--- config.mk ---
export PLATFORM = sky130hd
export DESIGN_NAME = bist_tpg_flat
export DESIGN_NICKNAME = d
export VERILOG_FILES = /design/src/rtl/bist_pkg.sv /design/src/rtl/bist_tpg_if.sv /design/src/rtl/bist_lfsr.sv /design/src/rtl/bist_tpg.sv /design/src/flat_wrapper.sv
export SDC_FILE = /design/constraint.sdc
export NUM_CORES = 1
export LEC_CHECK = 0
export ABC_AREA = 1
export BUFFER_PORTS_ARGS = -buffer_cell sky130_fd_sc_hd__buf_4
export CORE_ASPECT_RATIO = 0.6
export CORE_MARGIN = 2
export CORE_UTILIZATION = 30
export DETAILED_ROUTE_END_ITERATION = 10
export PLACE_DENSITY = 0.59
export SLEW_MARGIN = 20
export SYNTH_ARGS = -nofsm -noshare
export SYNTH_HDL_FRONTEND = slang
export SYNTH_SLANG_ARGS = --single-unit
--- constraint.sdc ---
create_clock -name CLK -period 1.45 [get_ports CLK]
set_input_delay 0.435 -clock CLK [delete_from_list [all_inputs] [get_ports CLK]]
set_output_delay 0.435 -clock CLK [all_outputs]
set_load 0.02 [all_outputs]
--- src/rtl/bist_pkg.sv ---
// bist_pkg: shared constants and FSM state type for the BIST pattern generator.
package bist_pkg;
    localparam int LFSR_W = 8;
    localparam logic [7:0] TAP_MASK = 8'hB8;
    localparam logic [7:0] SEED_DEFAULT = 8'h01;
    typedef enum logic [1:0] {IDLE, RUN, DONE} tpg_state_t;
endpackage

--- src/rtl/bist_tpg_if.sv ---
// bist_tpg_if: control/pattern bundle between the BIST controller (master) and the generator (slave).
interface bist_tpg_if #(parameter int LFSR_W = 8, parameter int CNT_W = 9);
    logic start, seed_ld;
    logic [LFSR_W-1:0] seed;
    logic [CNT_W-1:0] npat;
    logic [LFSR_W-1:0] pat;
    logic e0, e1, e2, valid, busy, done;
    modport master(output start, seed_ld, seed, npat, input pat, e0, e1, e2, valid, busy, done);
    modport slave(input start, seed_ld, seed, npat, output pat, e0, e1, e2, valid, busy, done);
endinterface

--- src/rtl/bist_lfsr.sv ---
// bist_lfsr: seedable Fibonacci LFSR x^8+x^6+x^5+x^4+1 with load and step enable.
// BIST_TPG_ALLZERO_EN: de Bruijn extension (period 256, zero seed accepted as-is).
module bist_lfsr #(parameter int LFSR_W = 8) (
    input  logic              CLK,
    input  logic              RSTn,
    input  logic              ld_i,
    input  logic              en_i,
    input  logic [LFSR_W-1:0] seed_i,
    output logic [LFSR_W-1:0] cur_o
);
    import bist_pkg::*;
    logic [LFSR_W-1:0] l_q, l_d, seed_eff;
    logic fb;
`ifdef BIST_TPG_ALLZERO_EN
    assign seed_eff = seed_i;
    assign fb = ^(cur_o & LFSR_W'(TAP_MASK)) ^ (cur_o[LFSR_W-2:0] == '0);
`else
    assign seed_eff = (seed_i == '0) ? LFSR_W'(SEED_DEFAULT) : seed_i;
    assign fb = ^(cur_o & LFSR_W'(TAP_MASK));
`endif
    // A load and a step in the same cycle step from the freshly loaded seed.
    assign cur_o = ld_i ? seed_eff : l_q;
    assign l_d = en_i ? {cur_o[LFSR_W-2:0], fb} : cur_o;
    always_ff @(posedge CLK) begin
        if (!RSTn) l_q <= LFSR_W'(SEED_DEFAULT);
        else l_q <= l_d;
    end
endmodule

--- src/rtl/bist_tpg.sv ---
// bist_tpg: BIST test pattern generator driving a programmable run of LFSR patterns with start/busy/done.
// BIST_TPG_ALLZERO_EN (in bist_lfsr) selects the all-zero-inclusive sequence.
module bist_tpg #(parameter int LFSR_W = 8, parameter int CNT_W = 9) (
    input  logic      CLK,
    input  logic      RSTn,
    bist_tpg_if.slave io
);
    import bist_pkg::*;
    tpg_state_t state_q;
    logic [CNT_W-1:0] cnt_q;
    logic [LFSR_W-1:0] pat_q, cur;
    logic valid_q, busy_q, done_q, go, ld, en, nz;
    assign go = (state_q == IDLE) && io.start;
    assign ld = (state_q == IDLE) && io.seed_ld;
    assign nz = io.npat != '0;
    assign en = (go && nz) || (state_q == RUN && cnt_q != '0);
    bist_lfsr #(.LFSR_W(LFSR_W)) u_lfsr (
        .CLK(CLK), .RSTn(RSTn), .ld_i(ld), .en_i(en), .seed_i(io.seed), .cur_o(cur)
    );
    // cnt_q holds the patterns still to present after the one currently on pat.
    always_ff @(posedge CLK) begin
        if (!RSTn) begin
            state_q <= IDLE;
            cnt_q   <= '0;
            pat_q   <= '0;
            valid_q <= 1'b0;
            busy_q  <= 1'b0;
            done_q  <= 1'b0;
        end else begin
            case (state_q)
                IDLE: if (io.start) begin
                    state_q <= nz ? RUN : DONE;
                    cnt_q   <= nz ? io.npat - 1'b1 : '0;
                    pat_q   <= nz ? cur : pat_q;
                    valid_q <= nz;
                    busy_q  <= 1'b1;
                    done_q  <= !nz;
                end
                RUN: begin
                    state_q <= (cnt_q == '0) ? DONE : RUN;
                    cnt_q   <= (cnt_q == '0) ? cnt_q : cnt_q - 1'b1;
                    pat_q   <= (cnt_q == '0) ? pat_q : cur;
                    valid_q <= cnt_q != '0;
                    done_q  <= cnt_q == '0;
                end
                DONE: begin
                    state_q <= IDLE;
                    busy_q  <= 1'b0;
                    done_q  <= 1'b0;
                end
                default: state_q <= IDLE;
            endcase
        end
    end
    assign io.pat   = pat_q;
    assign io.e0    = pat_q[0];
    assign io.e1    = pat_q[1];
    assign io.e2    = pat_q[2];
    assign io.valid = valid_q;
    assign io.busy  = busy_q;
    assign io.done  = done_q;
endmodule

--- src/flat_wrapper.sv ---
// flat-port wrapper written by rule: the top's interface ports become plain ports
module bist_tpg_flat import bist_pkg::*;
#(parameter int LFSR_W = 8, parameter int CNT_W = 9)
  (CLK, RSTn, io_start, io_seed_ld, io_seed, io_npat, io_pat, io_e0, io_e1, io_e2, io_valid, io_busy, io_done);
  bist_tpg_if #(.LFSR_W(LFSR_W), .CNT_W(CNT_W)) io_i ();
  input  logic CLK;
  input  logic RSTn;
  input wire logic [$bits(io_i.start)-1:0] io_start;
  input wire logic [$bits(io_i.seed_ld)-1:0] io_seed_ld;
  input wire logic [$bits(io_i.seed)-1:0] io_seed;
  input wire logic [$bits(io_i.npat)-1:0] io_npat;
  output wire logic [$bits(io_i.pat)-1:0] io_pat;
  output wire logic [$bits(io_i.e0)-1:0] io_e0;
  output wire logic [$bits(io_i.e1)-1:0] io_e1;
  output wire logic [$bits(io_i.e2)-1:0] io_e2;
  output wire logic [$bits(io_i.valid)-1:0] io_valid;
  output wire logic [$bits(io_i.busy)-1:0] io_busy;
  output wire logic [$bits(io_i.done)-1:0] io_done;
  assign io_i.start = io_start;
  assign io_i.seed_ld = io_seed_ld;
  assign io_i.seed = io_seed;
  assign io_i.npat = io_npat;
  assign io_pat = io_i.pat;
  assign io_e0 = io_i.e0;
  assign io_e1 = io_i.e1;
  assign io_e2 = io_i.e2;
  assign io_valid = io_i.valid;
  assign io_busy = io_i.busy;
  assign io_done = io_i.done;
  bist_tpg #(.LFSR_W(LFSR_W), .CNT_W(CNT_W)) u_core (.CLK(CLK), .RSTn(RSTn), .io(io_i));
endmodule
-- Word-level counts from Yosys, hierarchy flattened
Index checks and enable logic that the tools add are counted.
- word-level logic and storage cells: 55
- bits of input ports: 21
- output and inout bits: 14
- bits in registers: 30
- multiplexer cells: 21
- add/subtract/negate cells: 2
- reductions and logical operators: 20
- eq/ne operators: 5
- operator list (cell ; count):
    $mux W8 ; 6
    $mux W9 ; 3
    $pmux W9 S2 ; 1
    $reduce_bool A9 Y1 ; 2
    $sub A9 B1 Y9 const B ; 2
    $pmux W8 S2 ; 1
    $logic_not A9 Y1 ; 1
    $logic_not A8 Y1 ; 1
    $reduce_xor A8 Y1 ; 1
    $mux W2 ; 3
    $reduce_and A2 Y1 ; 3
    $logic_and A1 B1 Y1 ; 4
    $ne A2 B2 Y1 const B ; 2
    $pmux W1 S2 ; 2
    $pmux W2 S2 ; 1
    $reduce_and A4 Y1 ; 1
    $reduce_bool A2 Y1 ; 2
    $mux W1 ; 3
    $pmux W1 S3 ; 1
    $reduce_and A3 Y1 ; 1
    $reduce_bool A3 Y1 ; 1
    $eq A2 B1 Y1 const B ; 1
    $eq A2 B2 Y1 const B ; 1
    $logic_not A2 Y1 ; 1
    other kinds (3) ; 3

-- Depth between registers and ports, before layout
Gate-level depths: netlist of the first run.
- depth in word-level cells: 6
- mapped depth: 12
- gate-level depth less buffers: 11

-- Hierarchy
Synthesis of the first run repeated with hierarchy kept, for this count alone.
- cell total of the unflattened synthesis: 349
- area, all modules: 2128.3 um^2
- modules (own cells, without submodules) (module ; area each (um^2) ; sequential area each (um^2) ; times used ; cells an instance):
    bist_tpg ; 1634.1 ; 440.4 ; 1 ; 265
    bist_lfsr ; 494.2 ; 160.2 ; 1 ; 84

-- Worst setup path after synthesis of the first run
Ideal clock, no wire load.
- kind: input -> register
- from: in io_npat[0]
- to: reg u_core.u_lfsr.l_q[4]
- path slack: -0.086 ns
- data required time: 1.334 ns
- buffers on the path: 0
- arrival: 1.421 ns
- stages: 9
- library setup time: 0.116 ns
- cells stage by stage: inv_1 -> ha_1 -> nand2_4 -> nor2_8 -> nand2_4 -> nand2_4 -> nand2_4 -> o21ai_0 -> nor2_1
- word-level cells in the longest chain between the ends: 4
- RTL lines (what ; line ; text):
    from (decl) ; flat_wrapper.sv:11 ; input wire logic [$bits(io_i.npat)-1:0] io_npat;
    $reduce_bool A9 Y1 ; bist_tpg.sv:15 ; assign nz = io.npat != '0;
    $logic_and A1 B1 Y1 ; bist_tpg.sv:16 ; assign en = (go && nz) || (state_q == RUN && cnt_q != '0);
    $logic_or A1 B1 Y1 ; bist_tpg.sv:16 ;
    $mux W8 ; bist_lfsr.sv:23 ; assign l_d = en_i ? {cur_o[LFSR_W-2:0], fb} : cur_o;
    to (signal assigned) ; bist_lfsr.sv:25 ; if (!RSTn) l_q <= LFSR_W'(SEED_DEFAULT);
    to (signal assigned) ; bist_lfsr.sv:26 ; else l_q <= l_d;
    to (decl) ; bist_lfsr.sv:12 ; logic [LFSR_W-1:0] l_q, l_d, seed_eff;
No other way between the ends.
A chain may end at the register's enable or synchronous reset.

-- Final worst setup path of the first run
- from: reg u_core.cnt_q[1]
- to: reg u_core.u_lfsr.l_q[5]
- word-level cells in the longest chain between the ends: 4
- RTL lines (what ; line ; text):
    from (decl) ; bist_tpg.sv:10 ; logic [CNT_W-1:0] cnt_q;
    from (signal assigned) ; bist_tpg.sv:33 ; cnt_q <= nz ? io.npat - 1'b1 : '0;
    from (signal assigned) ; bist_tpg.sv:41 ; cnt_q <= (cnt_q == '0) ? cnt_q : cnt_q - 1'b1;
    $reduce_bool A9 Y1 ; bist_tpg.sv:16 ;
    $logic_and A1 B1 Y1 ; bist_tpg.sv:16 ;
    $logic_or A1 B1 Y1 ; bist_tpg.sv:16 ;
    $mux W8 ; bist_lfsr.sv:23 ;
No other way between the ends.

==> key figures, run 1 <==
Clocking
  • CTS Root Cell: clkbuf_16
  • Cts bufs inserted: 5
  • Htree depth: 2
  • Reg clk slew, reported paths: 0.05 ns
  • Max clock buf depth: 2
  • Worst skew pair latency: 0.27 ns
  • CTS sink count: 30
  • CTS tree: done

Placed design
  • Cell Area, Placed: 2790 um^2
  • HPWL Detailed: 4.69 mm
  • Routability cong.: 0.861
  • Port Buffers: 34

Yosys
  • Synth Net Count: 372
  • Seq/Total Area, Yosys: 0.283
  • Ranking of synthesized cells by area: dfxtp_1 28%, nand2_1 17%, nor2_1 11%
  • FF+latch count, synth: 30
  • Cell variety after synth: 31
  • Cell Area, Synth: 2120 um^2
  • Post-Syn Instances: 346
  • Avg Synthesized Cell Area: 6.14 um^2
  • Cell taking the most area after synthesis: dfxtp_1
  • Yosys top cell area share: 0.283
  • YS warnings: 0

Setup path
  • Reg2Reg Depth: 11
  • Critical Path AT: 1.69 ns
  • CP endpoint kind: register
  • R2r setup slk: -0.03 ns
  • Critical path required time: 1.66 ns
  • Crit path from: u_core.cnt_q[1]$_SDFFE_PN0P_
  • RR Startpoint: u_core.cnt_q[1]$_SDFFE_PN0P_
  • Reg2reg end: u_core.u_lfsr.l_q[5]$_SDFF_PN0_
  • CP Max Fanout: 8
  • Startpoint Class: register
  • Crit path to: u_core.u_lfsr.l_q[5]$_SDFF_PN0_
  • Kind of critical path: reg2reg

Power
  • Worst VDD drop: 824 uV
  • Total Power: 0.00538 W
  • Clock power share: 0.195
  • Sw frac: 0.423
  • Logic gate share of total power: 0.583
  • Internal power: 0.00311 W
  • Reg power frac: 0.221
  • Pwr/cell area: 1620 nW/um^2
  • P_leak: 1.70 nW
  • Net Sw Power: 0.00227 W

Min path
  • Worst min-delay path class: reg2reg
  • WHS Path Cells: 2

Route
  • DR pass1 iterations: 5
  • Drt via density: 4.53
  • Via Count: 2,348
  • Routed Antenna Nets: 0
  • Avg WL per Cell: 12.2 um
  • First DRT Iteration DRCs: 162
  • Routed wire length: 6.34 mm
  • DRC violations left: 0

GRT
  • GR Overflow Total: 0
  • Antenna violations before repair: 0
  • GRT Overall Usage: 0.160
  • Largest net degree at the start of global routing: 20
  • First-pass GRT wire length: 10.1 mm
  • Vias in the first global route: 2,110

Timing
  • Hold Vio Cnt, Final: 0
  • RSZ-0062 raised after global routing: true
  • Fin crit period: 1.48 ns
  • Final hold slack: 0.472 ns
  • PnR worst setup slack: -0.0350 ns
  • Fmax: 0.673 GHz
  • Max-slew headroom: 0.828
  • Tightest Pin Transition: 0.258 ns
  • Final period util: 1.02
  • Final Max Tran Viols: 0
  • Final setup violation count: 11
  • Clock Skews: 0.00392 ns

Outcome
  • Failing checks: negative setup slack
  • Status: finished with violations

Die
  • Die Wd: 113 um
  • Num ports: 35
  • Initial Util: 0.314
  • Full die area: 7790 um^2
  • Core outline area: 6760 um^2
  • Die height: 69.2 um
  • FP Rows: 23

Final layout
  • Most frequent cells in the layout: 81 x nand2_1, 77 x buf_4, 54 x nor2_1
  • Fill cell count: 682
  • Final core utilization: 0.490
  • Layout cell share with drive strength beyond 1: 0.371
  • Area growth, synth to finish: 56.1%
  • Commonest non-fill, non-tap cell in the layout: nand2_1
  • Antenna fix cells: 0
  • Final #Nets: 456
  • Final instance area: 3320 um^2

Flow run
  • Max Cap Violations: 0
[critical path: stages, from the launching register on]
cell	delay, ns
dfxtp_2	0.31
inv_2	0.07
ha_4	0.16
nand2_4	0.06
nor2_4	0.19
buf_6	0.13
nand2_4	0.05
nand2_8	0.12
nand2_8	0.08
clkinv_8	0.08
nor2_1	0.04
nor2_1	0.11
[per-stage QoR]
step,instances,setup WS [ns],setup TNS (ns)
2_1_floorplan,346,0.00310,0
3_3_place_gp,500,-0.172,-3.41
3_5_place_dp,500,-0.192,-4.32
4_1_cts,511,-0.000477,-0.000477
5_1_grt,518,-0.112,-2.24
6_report,518,-0.0350,-0.197
[layout make-up]
class	instances	area, um^2	share of cell area
Timing Repair Buffer	87	708	0.214
Inverter	61	248	0.0747
Sequential cell	30	604	0.182
Clock inverter	2	12.5	0.00377
Clock buffer	6	139	0.0419
Tap cell	87	109	0.0328
Multi-Input combinational cell	245	1500	0.451
[cells by family (layout without fill, tap and decap cells)]
logic type / count (synthesis) / count (layout) / synth area share
simple gates: 200 / 202 / 0.428
xor+xnor: 3 / 3 / 0.0124
flops: 30 / 30 / 0.283
fa+ha+maj: 5 / 5 / 0.0294
compound gates: 35 / 35 / 0.0931
buf+inv: 73 / 156 / 0.155
[synth_stat cells (all sizes together)]
cell type / instances
clkinv: 1
nand3: 24
nor2: 64
ha: 5
dfxtp: 30
clkbuf: 2
nand3b: 1
nand2: 101
buf: 10
inv: 60
o211ai: 2
xor2: 3
nand4: 10
o21a: 1
a21oi: 8
o21ai: 24
[power groups by stage]
stage | logic, W | registers [W] | clock network, W
after floorplan | 0.00148 | 0.00127 | 0
after global placement | 0.00243 | 0.00118 | 0
after detailed placement | 0.00247 | 0.00118 | 0
after CTS | 0.00271 | 0.00118 | 0.00108
after global routing | 0.00349 | 0.00122 | 0.00114
final | 0.00314 | 0.00119 | 0.00105
[sequential cells by signal, indices dropped and copies added (netlist names)]
signal             cells
u_core.io.pat          8
u_core.state_q         2
u_core.u_lfsr.l_q      8
u_core.io.busy         1
u_core.cnt_q           9
u_core.io.valid        1
u_core.io.done         1
[routing by layer]
metal  GRT usage  routed length (um)  vias to the layer above
li1            -                   -                     1240
met1       0.254                3390                     1048
met2       0.223                2540                       53
met3      0.0393                 367                        7
met4      0.0176                  34                        0
met5           0                   0                        -
[timing repair]
| action | 4_1_cts | 5_1_grt |
|---|---|---|
| pin swaps | 9 | 28 |
| gates resized for setup | 32 | 51 |
| setup endpoints to repair | 29 | 29 |
| hold buffers | 0 | 0 |
| setup buffers | 2 | 7 |
| cloned | 1 | 1 |
[worst min path at each step]
stage | slack (ns) | endpoint | startpoint
2_1_floorplan | 0.49 | u_core.state_q[1]$_SDFFE_PN0P_ | u_core.state_q[1]$_SDFFE_PN0P_
3_3_place_gp | 0.48 | u_core.io.done$_SDFFE_PN0P_ | u_core.io.done$_SDFFE_PN0P_
3_5_place_dp | 0.48 | u_core.io.done$_SDFFE_PN0P_ | u_core.io.done$_SDFFE_PN0P_
4_1_cts | 0.48 | u_core.io.done$_SDFFE_PN0P_ | u_core.io.done$_SDFFE_PN0P_
5_1_grt | 0.50 | u_core.io.done$_SDFFE_PN0P_ | u_core.io.done$_SDFFE_PN0P_
6_report | 0.47 | u_core.io.done$_SDFFE_PN0P_ | u_core.io.done$_SDFFE_PN0P_
(Power assumes the default switching activity.)
==> run 2: changes to the inputs <==
- REMOVE_ABC_BUFFERS: unset -> 1
==> key figures, run 2 (synthesis results as in run 1) <==
Outcome
  • Status: finished with violations
  • Failing checks: negative setup slack

Die
  • Initial Util: 0.314 (unchanged)
  • Die height: 69.2 um (unchanged)
  • Die Wd: 113 um (unchanged)
  • Full die area: 7790 um^2 (unchanged)
  • Core outline area: 6760 um^2 (unchanged)
  • Num ports: 35 (unchanged)
  • FP Rows: 23 (unchanged)

Setup path
  • Worst-path cell chain: inv_2 > ha_4 > nand2_4 > nor2_4 > nand3_4 > buf_12 > buf_6 > nand4_1 > nand2_1 > nor2_1
  • CP Max Fanout: 6 (-2)
  • Kind of critical path: reg2reg
  • Reg2reg end: u_core.io.pat[6]$_SDFFE_PN0P_
  • Critical Path AT: 1.68 ns (about the same)
  • Reg2Reg Depth: 10 (-1)
  • RR Startpoint: u_core.cnt_q[0]$_SDFFE_PN0P_
  • Critical path required time: 1.66 ns (about the same)
  • CP endpoint kind: register
  • Startpoint Class: register
  • Worst path slowest cell: dfxtp_2
  • Max stage delay on crit path: 0.31 ns (about the same)
  • R2r setup slk: -0.01 ns (+0.02 ns)

Final layout
  • Antenna fix cells: 0 (unchanged)
  • Final instance area: 3190 um^2 (-3.8%)
  • Largest Register: u_core.cnt_q
  • Multi-input logic area: 1360 um^2 (-9.1%)
  • Area growth, synth to finish: 50.2%
  • Commonest non-fill, non-tap cell in the layout: nand2_1
  • Fill cell count: 678 (-0.59%)
  • Final core utilization: 0.472 (-0.0185)
  • Layout cell share with drive strength beyond 1: 0.348 (-0.0232)
  • Final #Nets: 458 (+0.44%)
  • Register area: 607 um^2 (+0.41%)
  • Number of flip-flops in the largest register: 9 (unchanged)
  • Most frequent cells in the layout: 87 x nand2_1, 78 x buf_4, 56 x nor2_1

Timing
  • Final period util: 1.01 (-0.0138)
  • Fmax: 0.683 GHz (+1.4%)
  • Final Max Tran Viols: 0 (unchanged)
  • Clock Skews: 0.00585 ns (+0.00194 ns)
  • Max-slew headroom: 0.796 (-0.0323)
  • Final hold slack: 0.466 ns (-0.00592 ns)
  • PnR worst setup slack: -0.0150 ns (+0.0200 ns)
  • Tightest Pin Transition: 0.307 ns (+0.0485 ns)
  • Hold Vio Cnt, Final: 0 (unchanged)
  • Fin crit period: 1.46 ns (-0.0200 ns)
  • RSZ-0062 raised after global routing: true
  • Final setup violation count: 3 (-8)

Min path
  • Worst min-delay path class: reg2reg
  • WHS Path Cells: 2 (unchanged)
  • HP Start: u_core.io.valid$_SDFFE_PN0P_
  • Worst Hold End: u_core.io.valid$_SDFFE_PN0P_

GRT
  • First-pass GRT wire length: 9.63 mm (-4.5%)
  • Antenna violations before repair: 0 (unchanged)
  • GR Overflow Total: 0 (unchanged)
  • Vias in the first global route: 2,079 (-1.5%)
  • Largest net degree at the start of global routing: 29 (+45%)
  • GRT Overall Usage: 0.154 (-0.00672)

Power
  • Pwr/cell area: 1580 nW/um^2 (-2.3%)
  • P_leak: 1.68 nW (-1.1%)
  • Worst VDD drop: 588 uV (-29%)
  • Total Power: 0.00506 W (-6.0%)

Clocking
  • Max clock buf depth: 2 (unchanged)
  • Cts bufs inserted: 5 (unchanged)
  • CTS sink count: 30 (unchanged)
  • CTS tree: done
  • Htree depth: 2 (unchanged)
  • Reg clk slew, reported paths: 0.05 ns (about the same)
  • Worst skew pair latency: 0.28 ns (about the same)
  • CTS Root Cell: clkbuf_16

Placed design
  • Post-Place Worst Slack: -0.310 ns (-0.118 ns)
  • Port Buffers: 34 (unchanged)
  • Cell Area, Placed: 2790 um^2 (-0.13%)
  • HPWL Detailed: 4.37 mm (-6.7%)
  • Routability cong.: 0.856 (-0.66%)

Route
  • DRC violations left: 0 (unchanged)
  • Drt via density: 4.43 (-2.3%)
  • DR pass1 iterations: 4 (-1)
  • Routed wire length: 5.72 mm (-9.6%)
  • Routed Antenna Nets: 0 (unchanged)
  • Avg WL per Cell: 11.1 um (-9.6%)
  • First DRT Iteration DRCs: 87 (-46%)
  • Via Count: 2,295 (-2.3%)

Flow run
  • Max Cap Violations: 0 (unchanged)
==> run 2: cell count changes in the layout (fill, tap and decap cells not counted), moves of 3 or more <==
cell and delta:
o21ai_0 +5, nand2_1 +6, o21ai_4 -3, nand2_4 -3, nand2_8 -3
==> run 2: worst max-delay path: cells and delay by family (launching register included) <==
family        cells  cell delay [ns]
simple gates      6             0.59
buf+inv           3             0.34
flops             1             0.31
fa+ha+maj         1             0.15
==> run 2: metal layers <==
metal	up-vias	track usage	wire, um
met2	41	0.226	2410
met1	1010	0.224	3070
met5	-	0	0
li1	1242	-	-
met4	0	0.0325	25
met3	2	0.0428	221
==> run 2: power by group <==
group / internal [W] / leakage (nW) / switching, W
logic: 0.00130 / 1.37 / 0.00155
clock network: 0.000662 / 0.0688 / 0.000359
registers: 0.00107 / 0.250 / 0.000126
==> run 2: how the worst max path moves through the flow <==
stage                                        start                       endpoint  slack (ns)  depth (start not counted)
finish                u_core.cnt_q[0]$_SDFFE_PN0P_  u_core.io.pat[6]$_SDFFE_PN0P_       -0.01                         10
global route        u_core.state_q[1]$_SDFFE_PN0P_  u_core.io.pat[5]$_SDFFE_PN0P_       -0.09                         10
floorplan           u_core.state_q[1]$_SDFFE_PN0P_   u_core.cnt_q[7]$_SDFFE_PN0P_       -0.47                          9
detailed placement                      io_npat[0]   u_core.cnt_q[1]$_SDFFE_PN0P_       -0.31                         10
global placement                        io_npat[0]   u_core.cnt_q[1]$_SDFFE_PN0P_       -0.28                         10
CTS                 u_core.state_q[1]$_SDFFE_PN0P_  u_core.io.pat[0]$_SDFFE_PN0P_      -0.002                         10
==> run 2: timing repair <==
action	4_1_cts	5_1_grt
resized for setup	33	31
pin swaps	8	9
gates cloned	0	1
endpoints found under the setup margin	27	28
hold buffers	0	0
setup buffers	3	2
==> run 2: metrics by stage <==
stage / setup TNS (ns) / std cells
2_1_floorplan: -5.89 / 334
3_3_place_gp: -4.71 / 506
3_5_place_dp: -5.50 / 506
4_1_cts: -0.00426 / 515
5_1_grt: -1.21 / 518
6_report: -0.0182 / 518
==> run 2: cell type report <==
| type | count | share of cell area |
|---|---|---|
| clock buffer | 6 | 0.0435 |
| inverter | 61 | 0.0749 |
| multi-input combinational | 244 | 0.426 |
| sequential | 30 | 0.190 |
| tap | 87 | 0.0341 |
| timing repair buffer | 90 | 0.231 |
